## src/rtl/mat_walk_pkg.sv

```systemverilog
// Shared types for the mat_walk strided memory walker: command modes, FSM states
// and the helper that decides whether a mode writes or reads.
package mat_walk_pkg;

   localparam int MODE_W = 2;

   typedef enum logic [MODE_W-1:0] {
      FILL_IDX   = 2'd0,
      FILL_CONST = 2'd1,
      READ       = 2'd2
   } mode_e;

   typedef enum logic [1:0] {
      S_IDLE,
      S_ISSUE,
      S_WAIT_RD,
      S_DONE
   } state_e;

   // The reserved encoding falls through to a read.
   function automatic logic mode_is_write(input logic [MODE_W-1:0] m);
      return (m == FILL_IDX) || (m == FILL_CONST);
   endfunction

endpackage

```

## src/rtl/mat_walk_idx.sv

```systemverilog
// Element index counters for mat_walk: i (row), j (column) and the row base address.
// Exposes the post-advance values so the walker can register the next request directly.
module mat_walk_idx
   import mat_walk_pkg::*;
#(
   parameter int MEM_AW   = 16,
   parameter int DIM_BITS = 16
)(
   input  logic                clk,
   input  logic                rst,
   input  logic                clear,
   input  logic                advance,
   input  logic [MEM_AW-1:0]   base,
   input  logic [DIM_BITS-1:0] stride,
   input  logic [DIM_BITS-1:0] rows,
   input  logic [DIM_BITS-1:0] cols,
   output logic [DIM_BITS-1:0] nxt_i,
   output logic [DIM_BITS-1:0] nxt_j,
   output logic [MEM_AW-1:0]   nxt_row_addr,
   output logic                last
);

   logic [DIM_BITS-1:0] i_q;
   logic [DIM_BITS-1:0] j_q;
   logic [MEM_AW-1:0]   row_q;
   logic [DIM_BITS-1:0] stride_q;
   logic [DIM_BITS-1:0] rows_q;
   logic [DIM_BITS-1:0] cols_q;
   logic                col_end;

   always_comb begin
      col_end      = ((j_q + DIM_BITS'(1)) == cols_q);
      nxt_j        = col_end ? '0 : (j_q + DIM_BITS'(1));
      nxt_i        = col_end ? (i_q + DIM_BITS'(1)) : i_q;
      nxt_row_addr = col_end ? (row_q + MEM_AW'(stride_q)) : row_q;
      last         = col_end && ((i_q + DIM_BITS'(1)) == rows_q);
   end

   // Clear also captures the region geometry so later command-input changes are harmless.
   always_ff @(posedge clk) begin
      if (rst) begin
         i_q      <= '0;
         j_q      <= '0;
         row_q    <= '0;
         stride_q <= '0;
         rows_q   <= '0;
         cols_q   <= '0;
      end else if (clear) begin
         i_q      <= '0;
         j_q      <= '0;
         row_q    <= base;
         stride_q <= stride;
         rows_q   <= rows;
         cols_q   <= cols;
      end else if (advance) begin
         i_q   <= nxt_i;
         j_q   <= nxt_j;
         row_q <= nxt_row_addr;
      end
   end

endmodule

```

## src/rtl/mat_walk.sv

```systemverilog
// mat_walk: walks a rows x cols region at base with row pitch stride, filling or reading it.
// Optional read checksum accumulator enabled by defining MAT_WALK_CHECKSUM_EN.
module mat_walk
   import mat_walk_pkg::*;
#(
   parameter int MEM_AW   = 16,
   parameter int MEM_DW   = 32,
   parameter int DIM_BITS = 16
)(
   input  logic                clk,
   input  logic                rst,
   input  logic                go,
   input  logic [MODE_W-1:0]   mode,
   input  logic [MEM_AW-1:0]   base,
   input  logic [DIM_BITS-1:0] stride,
   input  logic [DIM_BITS-1:0] rows,
   input  logic [DIM_BITS-1:0] cols,
   input  logic [MEM_DW-1:0]   fill_val,
   output logic                mem_req,
   output logic                mem_write,
   output logic [MEM_AW-1:0]   mem_addr,
   output logic [MEM_DW-1:0]   mem_wdata,
   input  logic                mem_gnt,
   input  logic                mem_rdata_vld,
   input  logic [MEM_DW-1:0]   mem_rdata,
   output logic                busy,
   output logic                done,
   output logic [MEM_DW-1:0]   checksum
);

   state_e              state;
   state_e              state_nxt;
   logic [MODE_W-1:0]   mode_q;
   logic [MEM_DW-1:0]   fill_q;
   logic                req_nxt;
   logic                write_nxt;
   logic [MEM_AW-1:0]   addr_nxt;
   logic [MEM_DW-1:0]   wdata_nxt;
   logic                busy_nxt;
   logic                done_nxt;
   logic                sum_add;
   logic                idx_clear;
   logic                idx_advance;
   logic [DIM_BITS-1:0] nxt_i;
   logic [DIM_BITS-1:0] nxt_j;
   logic [MEM_AW-1:0]   nxt_row_addr;
   logic                last;

   function automatic logic [MEM_DW-1:0] idx_data(input logic [DIM_BITS-1:0] ii,
                                                  input logic [DIM_BITS-1:0] jj);
      return ~(MEM_DW'(ii) + MEM_DW'(jj) + MEM_DW'(1));
   endfunction

   mat_walk_idx #(
      .MEM_AW   (MEM_AW),
      .DIM_BITS (DIM_BITS)
   ) u_idx (
      .clk          (clk),
      .rst          (rst),
      .clear        (idx_clear),
      .advance      (idx_advance),
      .base         (base),
      .stride       (stride),
      .rows         (rows),
      .cols         (cols),
      .nxt_i        (nxt_i),
      .nxt_j        (nxt_j),
      .nxt_row_addr (nxt_row_addr),
      .last         (last)
   );

   // Outputs are registered, so this block computes the values they take after the edge;
   // the request fields hold by default, which keeps them stable while a grant is pending.
   always_comb begin
      state_nxt   = state;
      req_nxt     = mem_req;
      write_nxt   = mem_write;
      addr_nxt    = mem_addr;
      wdata_nxt   = mem_wdata;
      busy_nxt    = busy;
      done_nxt    = 1'b0;
      sum_add     = 1'b0;
      idx_clear   = 1'b0;
      idx_advance = 1'b0;
      case (state)
         S_IDLE: begin
            if (go) begin
               idx_clear = 1'b1;
               if ((rows == '0) || (cols == '0)) begin
                  state_nxt = S_DONE;
                  done_nxt  = 1'b1;
                  busy_nxt  = 1'b0;
                  req_nxt   = 1'b0;
               end else begin
                  state_nxt = S_ISSUE;
                  req_nxt   = 1'b1;
                  busy_nxt  = 1'b1;
                  write_nxt = mode_is_write(mode);
                  addr_nxt  = base;
                  wdata_nxt = (mode == FILL_CONST) ? fill_val : idx_data('0, '0);
               end
            end
         end
         S_ISSUE: begin
            if (mem_gnt) begin
               if (mode_is_write(mode_q)) begin
                  idx_advance = 1'b1;
                  if (last) begin
                     state_nxt = S_DONE;
                     req_nxt   = 1'b0;
                     busy_nxt  = 1'b0;
                     done_nxt  = 1'b1;
                  end else begin
                     addr_nxt  = nxt_row_addr + MEM_AW'(nxt_j);
                     wdata_nxt = (mode_q == FILL_CONST) ? fill_q : idx_data(nxt_i, nxt_j);
                  end
               end else begin
                  state_nxt = S_WAIT_RD;
                  req_nxt   = 1'b0;
               end
            end
         end
         S_WAIT_RD: begin
            if (mem_rdata_vld) begin
               sum_add     = 1'b1;
               idx_advance = 1'b1;
               if (last) begin
                  state_nxt = S_DONE;
                  busy_nxt  = 1'b0;
                  done_nxt  = 1'b1;
               end else begin
                  state_nxt = S_ISSUE;
                  req_nxt   = 1'b1;
                  addr_nxt  = nxt_row_addr + MEM_AW'(nxt_j);
               end
            end
         end
         S_DONE: begin
            state_nxt = S_IDLE;
         end
         default: begin
            state_nxt = S_IDLE;
         end
      endcase
   end

   always_ff @(posedge clk) begin
      if (rst) begin
         state     <= S_IDLE;
         mem_req   <= 1'b0;
         mem_write <= 1'b0;
         mem_addr  <= '0;
         mem_wdata <= '0;
         busy      <= 1'b0;
         done      <= 1'b0;
         mode_q    <= '0;
         fill_q    <= '0;
      end else begin
         state     <= state_nxt;
         mem_req   <= req_nxt;
         mem_write <= write_nxt;
         mem_addr  <= addr_nxt;
         mem_wdata <= wdata_nxt;
         busy      <= busy_nxt;
         done      <= done_nxt;
         if (idx_clear) begin
            mode_q <= mode;
            fill_q <= fill_val;
         end
      end
   end

`ifdef MAT_WALK_CHECKSUM_EN
   logic [MEM_DW-1:0] sum_q;

   always_ff @(posedge clk) begin
      if (rst) begin
         sum_q <= '0;
      end else if (idx_clear) begin
         sum_q <= '0;
      end else if (sum_add) begin
         sum_q <= sum_q + mem_rdata;
      end
   end

   assign checksum = sum_q;
`else
   logic unused_rdata;

   assign unused_rdata = ^{mem_rdata, sum_add};
   assign checksum     = '0;
`endif

endmodule

```

## config.mk

```make
export PLATFORM = sky130hd
export DESIGN_NAME = mat_walk
export DESIGN_NICKNAME = d
export VERILOG_FILES = /design/src/rtl/mat_walk_pkg.sv /design/src/rtl/mat_walk_idx.sv /design/src/rtl/mat_walk.sv
export SDC_FILE = /design/constraint.sdc
export NUM_CORES = 1
export LEC_CHECK = 0
export BUFFER_PORTS_ARGS = -buffer_cell sky130_fd_sc_hd__buf_2
export CAP_MARGIN = 30
export CORE_ASPECT_RATIO = 0.8
export CORE_MARGIN = 1
export CORE_UTILIZATION = 49
export DETAILED_ROUTE_END_ITERATION = 7
export GPL_TIMING_DRIVEN = 1
export HOLD_SLACK_MARGIN = 0.1
export PLACE_DENSITY = 0.72
export SETUP_SLACK_MARGIN = 0.5
export SYNTH_ARGS = -nofsm -noshare
export SYNTH_HDL_FRONTEND = slang
export SYNTH_HIERARCHICAL = 1
export SYNTH_SLANG_ARGS = --single-unit
```

## constraint.sdc

```tcl
create_clock -name clk -period 10.19 [get_ports clk]
set_clock_uncertainty 0.05 [all_clocks]
set_input_delay 2.038 -clock clk [delete_from_list [all_inputs] [get_ports clk]]
set_output_delay 2.038 -clock clk [all_outputs]
set_load 0.03 [all_outputs]
```

# After elaboration in Yosys (flattened, before gate mapping)
# Cells that the tools add are included.
[op_classes]
bitwise_logic = 2
mux = 54
n_addsub = 6
n_reduce_logical = 19
n_eq_ne = 15
[ops]
columns = ["operator", "count"]
rows = [
  ["$mux 32", 7],
  ["$mux 16", 11],
  ["$pmux 32 s2", 1],
  ["$pmux 16 s3", 1],
  ["$add 16x1->16 const B", 2],
  ["$add 16x16->16", 2],
  ["$eq 16x16->1", 2],
  ["$logic_not 16->1", 2],
  ["$not 18->32", 1],
  ["$mux 1", 22],
  ["$add 17x1->18 const B", 1],
  ["$reduce_and 6->1", 3],
  ["$add 16x16->17", 1],
  ["$mux 2", 7],
  ["$ne 2x2->1 const B", 7],
  ["$pmux 1 s3", 3],
  ["$pmux 2 s4", 1],
  ["$eq 2x1->1 const B", 3],
  ["$logic_not 2->1", 3],
  ["$reduce_and 5->1", 1],
  ["$eq 2x2->1 const B", 2],
  ["$reduce_and 4->1", 1],
  ["$reduce_bool 2->1", 2],
  ["$logic_or 1x1->1", 3],
  ["other kinds (7)", 7],
]
[totals]
inputBits = 135
reg_bits = 184
wordCells = 111

# Logic depth before layout (Yosys ltp)
# Gate-level depths: netlist of the first run.
[depth]
ltp_word = 11
depth_mapped = 22
mapped_depth_nobuf = 18

# Hierarchy
# Netlist of the first run, hierarchy kept.
[by_module_without_submodules]
columns = ["mod", "n_inst", "area_each_um2", "seq_area_each_um2", "cells_each"]
rows = [
  ["mat_walk_idx", 1, 6183.4, 1921.8, 773],
  ["mat_walk", 1, 5754.3, 1761.7, 730],
]

# Least setup slack after synthesis of the first run
# No wires, ideal clock.
[synth_timing]
path_kind = "register to register"
startpoint = "reg u_idx.j_q[0]"
endpoint = "reg mem_wdata[8]"
path_slack_ns = 5.486
arrival_time_ns = 4.523
setup_ns = 0.131
path_stages_with_launch = 22
synth_period_minus_slack_ns = 4.704
t_required_ns = 10.009
n_path_buf = 4
cell_sequence = "dfxtp_1 ha_1 buf_2 nand3_2 nor4_2 o221ai_1 nor4_2 and2_2 buf_6 buf_6 buf_2 nor2_1 inv_1 ha_1 inv_1 fa_1 a21o_1 a311o_1 and2_4 a31o_2 a211oi_1 nor3_1"
[synth_between]
elab_chain_len = 11
elab_cells_between_ends = 15
[synth_rtl]
columns = ["item", "line_no", "text"]
rows = [
  ["from (decl)", "mat_walk_idx.sv:24", "logic [DIM_BITS-1:0] j_q;"],
  ["from (signal assigned)", "mat_walk_idx.sv:57", "j_q <= nxt_j;"],
  ["$add 16x1->16 *", "mat_walk_idx.sv:32, mat_walk_idx.sv:33", ""],
  ["$eq 16x16->1", "mat_walk_idx.sv:32", "col_end = ((j_q + DIM_BITS'(1)) == cols_q);"],
  ["$mux 16 *", "mat_walk_idx.sv:33", "nxt_j = col_end ? '0 : (j_q + DIM_BITS'(1));"],
  ["via nxt_j[0]", "mat_walk.sv:45", "logic [DIM_BITS-1:0] nxt_j;"],
  ["$add 16x16->17 *", "mat_walk.sv:51", "return ~(MEM_DW'(ii) + MEM_DW'(jj) + MEM_DW'(1));"],
  ["$add 17x1->18 *", "mat_walk.sv:51", ""],
  ["$not 18->32 *", "mat_walk.sv:51", ""],
  ["$mux 32 *", "mat_walk.sv:115", "wdata_nxt = (mode_q == FILL_CONST) ? fill_q : idx_data(nxt_i, nxt_j);"],
  ["$mux 32 *", "mat_walk.sv:108", "if (last) begin"],
  ["$mux 32 *", "mat_walk.sv:106", "if (mode_is_write(mode_q)) begin"],
  ["$mux 32 *", "mat_walk.sv:105", "if (mem_gnt) begin"],
  ["$pmux 32 s2 *", "mat_walk.sv:85", "case (state)"],
  ["to (signal assigned)", "mat_walk.sv:163", "mem_wdata <= wdata_nxt;"],
  ["to (decl)", "mat_walk.sv:22", "output logic [MEM_DW-1:0] mem_wdata,"],
]
# Mark *: on every way through the listed nets, which the timed path passes. The rest lies on a longest branch. The select of a mux whose other input is x is not followed.
# A chain may end at the register's enable or synchronous reset.

# Worst setup path after layout of the first run
[layout_timing]
startpoint = "reg u_idx.j_q[0]"
endpoint = "reg mem_wdata[12]"
# The elaborated chain is that of the path after synthesis.

==> flow_summary.yaml, run 1 <==
status:
  result_of_the_run: "finished, final reports clean"
setup_path:
  path_delay_family: "compound AO/OA/AOI/OAI gates"
  worst_path_cell_chain: "ha_1 > nand3_2 > nor2_1 > xnor2_1 > a221o_1 > nor4_4 > buf_4 > and2_2 > buf_4 > nor2_1 > inv_1 > ha_1 > inv_1 > fa_1 > a21o_1 > a311o_1 > and2_4 > a311oi_2 > o21ai_1 > a311oi_1"
  critPathSlowestCell: "sky130_fd_sc_hd__buf_4"
  end_kind: "flip-flop"
  cp.required_ps: 10470
  critical_path_fanout_max: 69
  crit_path_max_incr_delay_ps: 540
  cp.buffers_inverters: 4
  worst_ep_arrival_time_ps: 6220
  classification_of_the_worst_setup_path: "flip-flop to flip-flop"
  setup.reg_to_reg.worst_slack_ps: 4250
  critPathLaunchType: "flip-flop"
layout:
  layout-drive-gt1-share_pct: 14.62
  layout_common_cells: "sky130_fd_sc_hd__nand2_1 (219), sky130_fd_sc_hd__dfxtp_1 (184), sky130_fd_sc_hd__nor2_1 (164)"
  nNetsFinal: 1780
  diodes: 0
  final_cell_count_no_fill: 1913
  stdcell_area_sq_um: 13220
  fillCellCount: 2208
  layout_commonest_cell: "sky130_fd_sc_hd__nand2_1"
  area_delta_synth_final_pct: 10.74
clocking:
  cts_inserted_buffers: 17
  insertion_delay_ps: 450
  cts_max_level: 4
  cts_num_sinks: 184
  post_cts_hold_buffer_count: 0
  cts_tree: "yes"
  clock-root-buffer: "sky130_fd_sc_hd__clkbuf_16"
  clkTransAtPathRegs_ps: 70
  cts_post_setup_buffers_inserted: 0
  cts.repair.resized: 0
  cts_buffer_depth: 2
pwr:
  power.switching_w: 0.001252
  power_switching_share_pct: 42.72
  clock_power_share_pct: 22.8
  power.share.combinational_pct: 44.1
  pwr-share-seq_pct: 33.1
  ir_worst_vdd_uv: 140.3
  p_int_w: 0.001679
  power_per_cell_area_nw_per_um2: 221.7
  static-leakage-power_nw: 5.542
global_route:
  grt_start_max_net_pins: 96
  grt_pass1_vias: 10380
  grt_overflow: 0
  antenna_violations_before_repair: 0
  global_route.usage.total_pct: 26.47
  grt_first_pass_wirelength_mm: 53.13
timing:
  rsz0062_at_grt: "false"
  fin_crit_ps: 5942
  fin_crit_sh_pct: 58.31
  maxSlewViolCount: 0
  fin_tns_setup_ps: 0
  final-hold-violation-count: 0
  worst_max_slew_margin_expressed_relative_to_the_limit_pct: 34.48
  setup_ws_ps: 4248
  fin_worst_hold_slack_ps: 399.1
  setup_viol: 0
  worst_pin_slew_ps: 982.8
  timing.fmax_mhz: 168.3
placement:
  dpl-instance-area_sq_um: 12630
  placedCellCount: 1880
  gp_routability_congestion: 0.9370
  placement.io_buffers: 154
  detailed_place_hpwl_mm: 23.98
  dpl_worst_slack_ps: 4392
logic_synthesis:
  ys_seq_area_share_pct: 30.86
  number_of_synthesized_flops_with_an_enable_pin: 0
  number_of_register_bits_inferred_by_synthesis: 184
  synthDistinctLibCells: 88
  post_synth_inst_count: 1503
  synth_top_flop_cell: "sky130_fd_sc_hd__dfxtp_1"
  avgSynthCellArea_sq_um: 7.943
  synth.cell_area_sq_um: 11940
  postSynth.asyncResetShare_pct: 0
  yosysWarningCount: 6
routing:
  post-route-drc-count: 0
  drt-pass1-iter-count: 6
  postRouteWirelength_mm: 33.02
  dr_wl_cell_microns: 17.26
  drt-initial-drc-count: 864
  drt.antenna.violating_nets: 0
  drt-vias-per-instance: 5.848
  via_count: 11190
floorplanning:
  core_region_area_sq_um: 23650
  die_footprint_sq_um: 24990
  effective_utilization_at_floorplan_pct: 50.48
  num_rows: 50
  floorplan.die.height_microns: 141.6
  die_width_microns: 176.5
  io_pins: 219
flow_run:
  drv_cap: 0
min_path:
  hold_path_class: "flip-flop to flip-flop"
## per-stage QoR
step	utilization (%)	power [W]
3_3_place_gp	53.37	0.002229
2_1_floorplan	-	0.001960
3_5_place_dp	53.43	0.002264
6_report	55.90	0.002931
5_1_grt	55.90	0.003112
4_1_cts	55.84	0.002928
## worst reg2reg max path: stages, from the launching register on
cell and delay [ps]:
sky130_fd_sc_hd__dfxtp_1 480, sky130_fd_sc_hd__ha_1 360, sky130_fd_sc_hd__nand3_2 250, sky130_fd_sc_hd__nor2_1 310
sky130_fd_sc_hd__xnor2_1 150, sky130_fd_sc_hd__a221o_1 400, sky130_fd_sc_hd__nor4_4 210, sky130_fd_sc_hd__buf_4 330
sky130_fd_sc_hd__and2_2 220, sky130_fd_sc_hd__buf_4 540, sky130_fd_sc_hd__nor2_1 270, sky130_fd_sc_hd__inv_1 140
sky130_fd_sc_hd__ha_1 150, sky130_fd_sc_hd__inv_1 50, sky130_fd_sc_hd__fa_1 390, sky130_fd_sc_hd__a21o_1 220
sky130_fd_sc_hd__a311o_1 430, sky130_fd_sc_hd__and2_4 200, sky130_fd_sc_hd__a311oi_2 270, sky130_fd_sc_hd__o21ai_1 120
sky130_fd_sc_hd__a311oi_1 310
## cell type report
| cell class | count | area [sq um] | area share, % |
|---|---|---|---|
| Multi-Input combinational cell | 1192 | 7579 | 57.33 |
| Sequential cell | 184 | 3684 | 27.86 |
| Timing Repair Buffer | 170 | 908.4 | 6.871 |
| Clock buffer | 19 | 432.9 | 3.275 |
| Tap cell | 312 | 390.4 | 2.953 |
| Clock inverter | 13 | 137.6 | 1.041 |
| Inverter | 23 | 88.84 | 0.6720 |
## path summary, 6_finish.rpt
kind                               startpoint             to  depth (start not counted)
worst max-delay path             u_idx/j_q[0]  mem_wdata[12]                         20
worst min-delay path            mem_wdata[28]  mem_wdata[28]                          2
worst max register to register   u_idx/j_q[0]  mem_wdata[12]                         20
worst min register to register  mem_wdata[28]  mem_wdata[28]                          2
## metal layers
metal	part of all wire, %	routed length, microns	up-vias	GRT usage, %
li1	-	-	5460	-
met1	46	15300	5276	36.01
met2	44	14580	395	41.32
met3	7.3	2418	56	6.056
met4	2.2	720	0	8.394
met5	0	0	-	0
## power groups by stage
stage	combinational, W	sequential (W)	clock (W)
after floorplan	0.000856	0.00110	0
final	0.00129	0.000970	0.000667
after detailed placement	0.00128	0.000984	0
after CTS	0.00128	0.000970	0.000674
after global routing	0.00142	0.000989	0.000705
after global placement	0.00125	0.000977	0
## cells in the mapped netlist (9+ instances only)
cell | number | share of area [%]
sky130_fd_sc_hd__a211oi_1 | 25 | 1.6
sky130_fd_sc_hd__a21o_1 | 10 | 0.63
sky130_fd_sc_hd__a21oi_1 | 122 | 5.1
sky130_fd_sc_hd__a311oi_1 | 14 | 1.0
sky130_fd_sc_hd__and3_1 | 13 | 0.68
sky130_fd_sc_hd__buf_1 | 9 | 0.28
sky130_fd_sc_hd__buf_2 | 24 | 1.0
sky130_fd_sc_hd__buf_4 | 35 | 2.2
sky130_fd_sc_hd__clkbuf_1 | 61 | 1.9
sky130_fd_sc_hd__dfxtp_1 | 184 | 31
sky130_fd_sc_hd__ha_1 | 54 | 5.7
sky130_fd_sc_hd__inv_1 | 21 | 0.66
sky130_fd_sc_hd__mux2i_1 | 67 | 5.6
sky130_fd_sc_hd__nand2_1 | 219 | 6.9
sky130_fd_sc_hd__nand2b_1 | 14 | 0.73
sky130_fd_sc_hd__nand3_1 | 42 | 1.8
sky130_fd_sc_hd__nand4_1 | 31 | 1.6
sky130_fd_sc_hd__nor2_1 | 164 | 5.2
sky130_fd_sc_hd__nor3_1 | 23 | 0.96
sky130_fd_sc_hd__nor4_1 | 10 | 0.52
sky130_fd_sc_hd__o21ai_0 | 42 | 1.8
sky130_fd_sc_hd__o221ai_1 | 22 | 1.6
sky130_fd_sc_hd__or3_1 | 16 | 0.84
sky130_fd_sc_hd__xnor2_1 | 65 | 4.8
sky130_fd_sc_hd__xor2_1 | 46 | 3.4
## cell families (layout without fill, tap and decap cells)
group	Yosys count	count (layout)	share of synthesized area, %
fa+ha+maj	57	57	6.163
simple gates	587	587	23.00
buf+inv	158	225	6.697
other cells	1	32	0.03141
xor+xnor	112	112	8.333
flops	184	184	30.86
compound gates	336	336	19.21
mux	68	68	5.712
## flip-flops by register name, indices dropped and copies added, names as in the netlist, 2 cells and up
name,flops
mem_wdata,32
u_idx/stride_q,16
u_idx/cols_q,16
state,2
u_idx/j_q,16
fill_q,32
mode_q,2
mem_addr,16
u_idx/rows_q,16
u_idx/i_q,16
u_idx/row_q,16
(Power assumes the default switching activity.)
==> inputs of run 2 (changes only) <==
clock period = 6.1 ns   (was 10.19 ns; I/O delays follow)
==> flow_summary.yaml, run 2 (same netlist as run 1, synthesis figures left out) <==
pwr:
  static-leakage-power_nw: 5.561
  power_switching_share_pct: 42.25
  power.switching_w: 0.002061
  p_total_w: 0.004878
  pwr-share-seq_pct: 33.2
  ir_worst_vdd_uv: 232.4
  p_int_w: 0.002817
  power_per_cell_area_nw_per_um2: 368.5
  power.share.combinational_pct: 44.6
  clock_power_share_pct: 22.2
clocking:
  cts_post_setup_buffers_inserted: 0
  cts_inserted_buffers: 17
  insertion_delay_ps: 440
  cts_num_sinks: 184
  clkTransAtPathRegs_ps: 70
  cts_max_level: 4
  clock-root-buffer: "sky130_fd_sc_hd__clkbuf_16"
  cts_buffer_depth: 2
  cts_tree: "yes"
placement:
  gp_routability_congestion: 0.9190
  placement.io_buffers: 154
  detailed_place_hpwl_mm: 24.17
layout:
  diodes: 0
  biggestRegsByFlops: "fill_q x32, mem_wdata x32"
  end_of_flow_core_utilization_pct: 55.99
  area_delta_synth_final_pct: 10.91
  layout_common_cells: "sky130_fd_sc_hd__nand2_1 (219), sky130_fd_sc_hd__dfxtp_1 (184), sky130_fd_sc_hd__nor2_1 (164)"
  layout_commonest_cell: "sky130_fd_sc_hd__nand2_1"
  layout-drive-gt1-share_pct: 14.78
  nNetsFinal: 1784
global_route:
  grt_start_max_net_pins: 96
  grt_use_met2_pct: 41.16
  antenna_violations_before_repair: 0
  use_met3_pct: 5.011
  met1_usage_pct: 36.67
  top_usage_layer: "met2"
  grt_pass1_vias: 10360
  grt_first_pass_wirelength_mm: 52.79
  grt_overflow: 0
  global_route.usage.total_pct: 26.21
floorplanning:
  core_region_area_sq_um: 23650
  floorplan.die.height_microns: 141.6
  num_rows: 50
  die_width_microns: 176.5
  die_footprint_sq_um: 24990
  io_pins: 219
  effective_utilization_at_floorplan_pct: 50.48
setup_path:
  crit_path_max_incr_delay_ps: 510
  worst_path_cell_chain: "ha_1 > nand3_2 > nor2_1 > xnor2_1 > o221ai_1 > nor4_4 > and2_2 > buf_4 > nand2_1 > xnor2_1 > ha_1 > a21o_2 > a311o_1 > and2_4 > a31o_2 > a211oi_1 > nor3_1"
  critPathSlowestCell: "sky130_fd_sc_hd__nor4_4"
  worst_ep_arrival_time_ps: 5490
  classification_of_the_worst_setup_path: "flip-flop to flip-flop"
  timing.reg2reg.worst_path_depth: 17
  critPathLaunchType: "flip-flop"
  cp.required_ps: 6330
  critical_path_fanout_max: 32
  end_kind: "flip-flop"
flow_run:
  drv_cap: 0
timing:
  fin_crit_ps: 5257
  worst_pin_slew_ps: 985.2
  fin_tns_setup_ps: 0
  fin_crit_sh_pct: 86.18
  setup_viol: 0
  final-hold-violation-count: 0
  timing.fmax_mhz: 190.2
  rsz0062_at_grt: "false"
  worst_max_slew_margin_expressed_relative_to_the_limit_pct: 34.32
  fin_worst_hold_slack_ps: 399.9
  maxSlewViolCount: 0
min_path:
  timing.hold.worst_path_depth: 2
  hold_path_class: "flip-flop to flip-flop"
routing:
  drt.antenna.violating_nets: 0
  post-route-drc-count: 0
  via_count: 11140
  drt-vias-per-instance: 5.815
  postRouteWirelength_mm: 32.68
  drt-pass1-iter-count: 5
  dr_wl_cell_microns: 17.05
  drt-initial-drc-count: 917
status:
  result_of_the_run: "finished, final reports clean"
## run 2: cell types whose count changed in the layout (fill, tap and decap cells not counted), sizes merged
cell,change
buf,+4
clkbuf,+1
clkinv,+1
clkinvlp,-2
inv,-1
## run 2: cell type report
type,count,area (sq um)
Clock buffer,20,446.7
Clock inverter,11,112.6
Fill cell,2225,10410
Inverter,23,88.84
Multi-Input combinational cell,1192,7587
Sequential cell,184,3684
Tap cell,312,390.4
Timing Repair Buffer,174,930.9
## run 2: final timing paths
check                      from            end  slack (ps)
setup / recovery   u_idx/j_q[0]   mem_wdata[8]         840
hold / removal    mem_wdata[27]  mem_wdata[27]         400
setup reg to reg   u_idx/j_q[0]   mem_wdata[8]         840
hold reg to reg   mem_wdata[27]  mem_wdata[27]         400
## run 2: power groups by stage
| stage | combinational [W] | clock [W] | sequential, W |
|---|---|---|---|
| finish | 0.00218 | 0.00108 | 0.00162 |
| global route | 0.00238 | 0.00116 | 0.00165 |
| CTS | 0.00217 | 0.00110 | 0.00162 |
| detailed placement | 0.00216 | 0 | 0.00164 |
| global placement | 0.00211 | 0 | 0.00163 |
| floorplan | 0.00143 | 0 | 0.00184 |
## run 2: what timing repair did
item / CTS / global route
hold buffers: 0 / 0
gates resized for setup: 0 / 1
endpoints found under the hold margin: 0 / 0
endpoints found under the setup margin: 0 / 1
## run 2: critical path, delay by kind of cell (launching register included)
kind	cells	cell delay (ps)
AND/OR/NAND/NOR	7	1750
AO/OA/AOI/OAI	5	1410
buffers and inverters	1	310
flip-flops	1	470
XOR/XNOR	2	360
adder cells (fa/ha/maj)	2	740
## run 2: through the flow
stage	std cells	area (sq um)	setup slack, ps
3_5_place_dp	1885	12670	819.7
3_3_place_gp	1884	12660	872.1
2_1_floorplan	1534	12050	1396
5_1_grt	1916	13240	607.7
4_1_cts	1916	13230	794.2
6_report	1916	13240	842.9
## run 2: metal layers
layer	wire, microns	vias to the layer above
met5	0	-
met4	534	0
met3	2397	33
met2	14690	399
met1	15050	5244
li1	-	5465
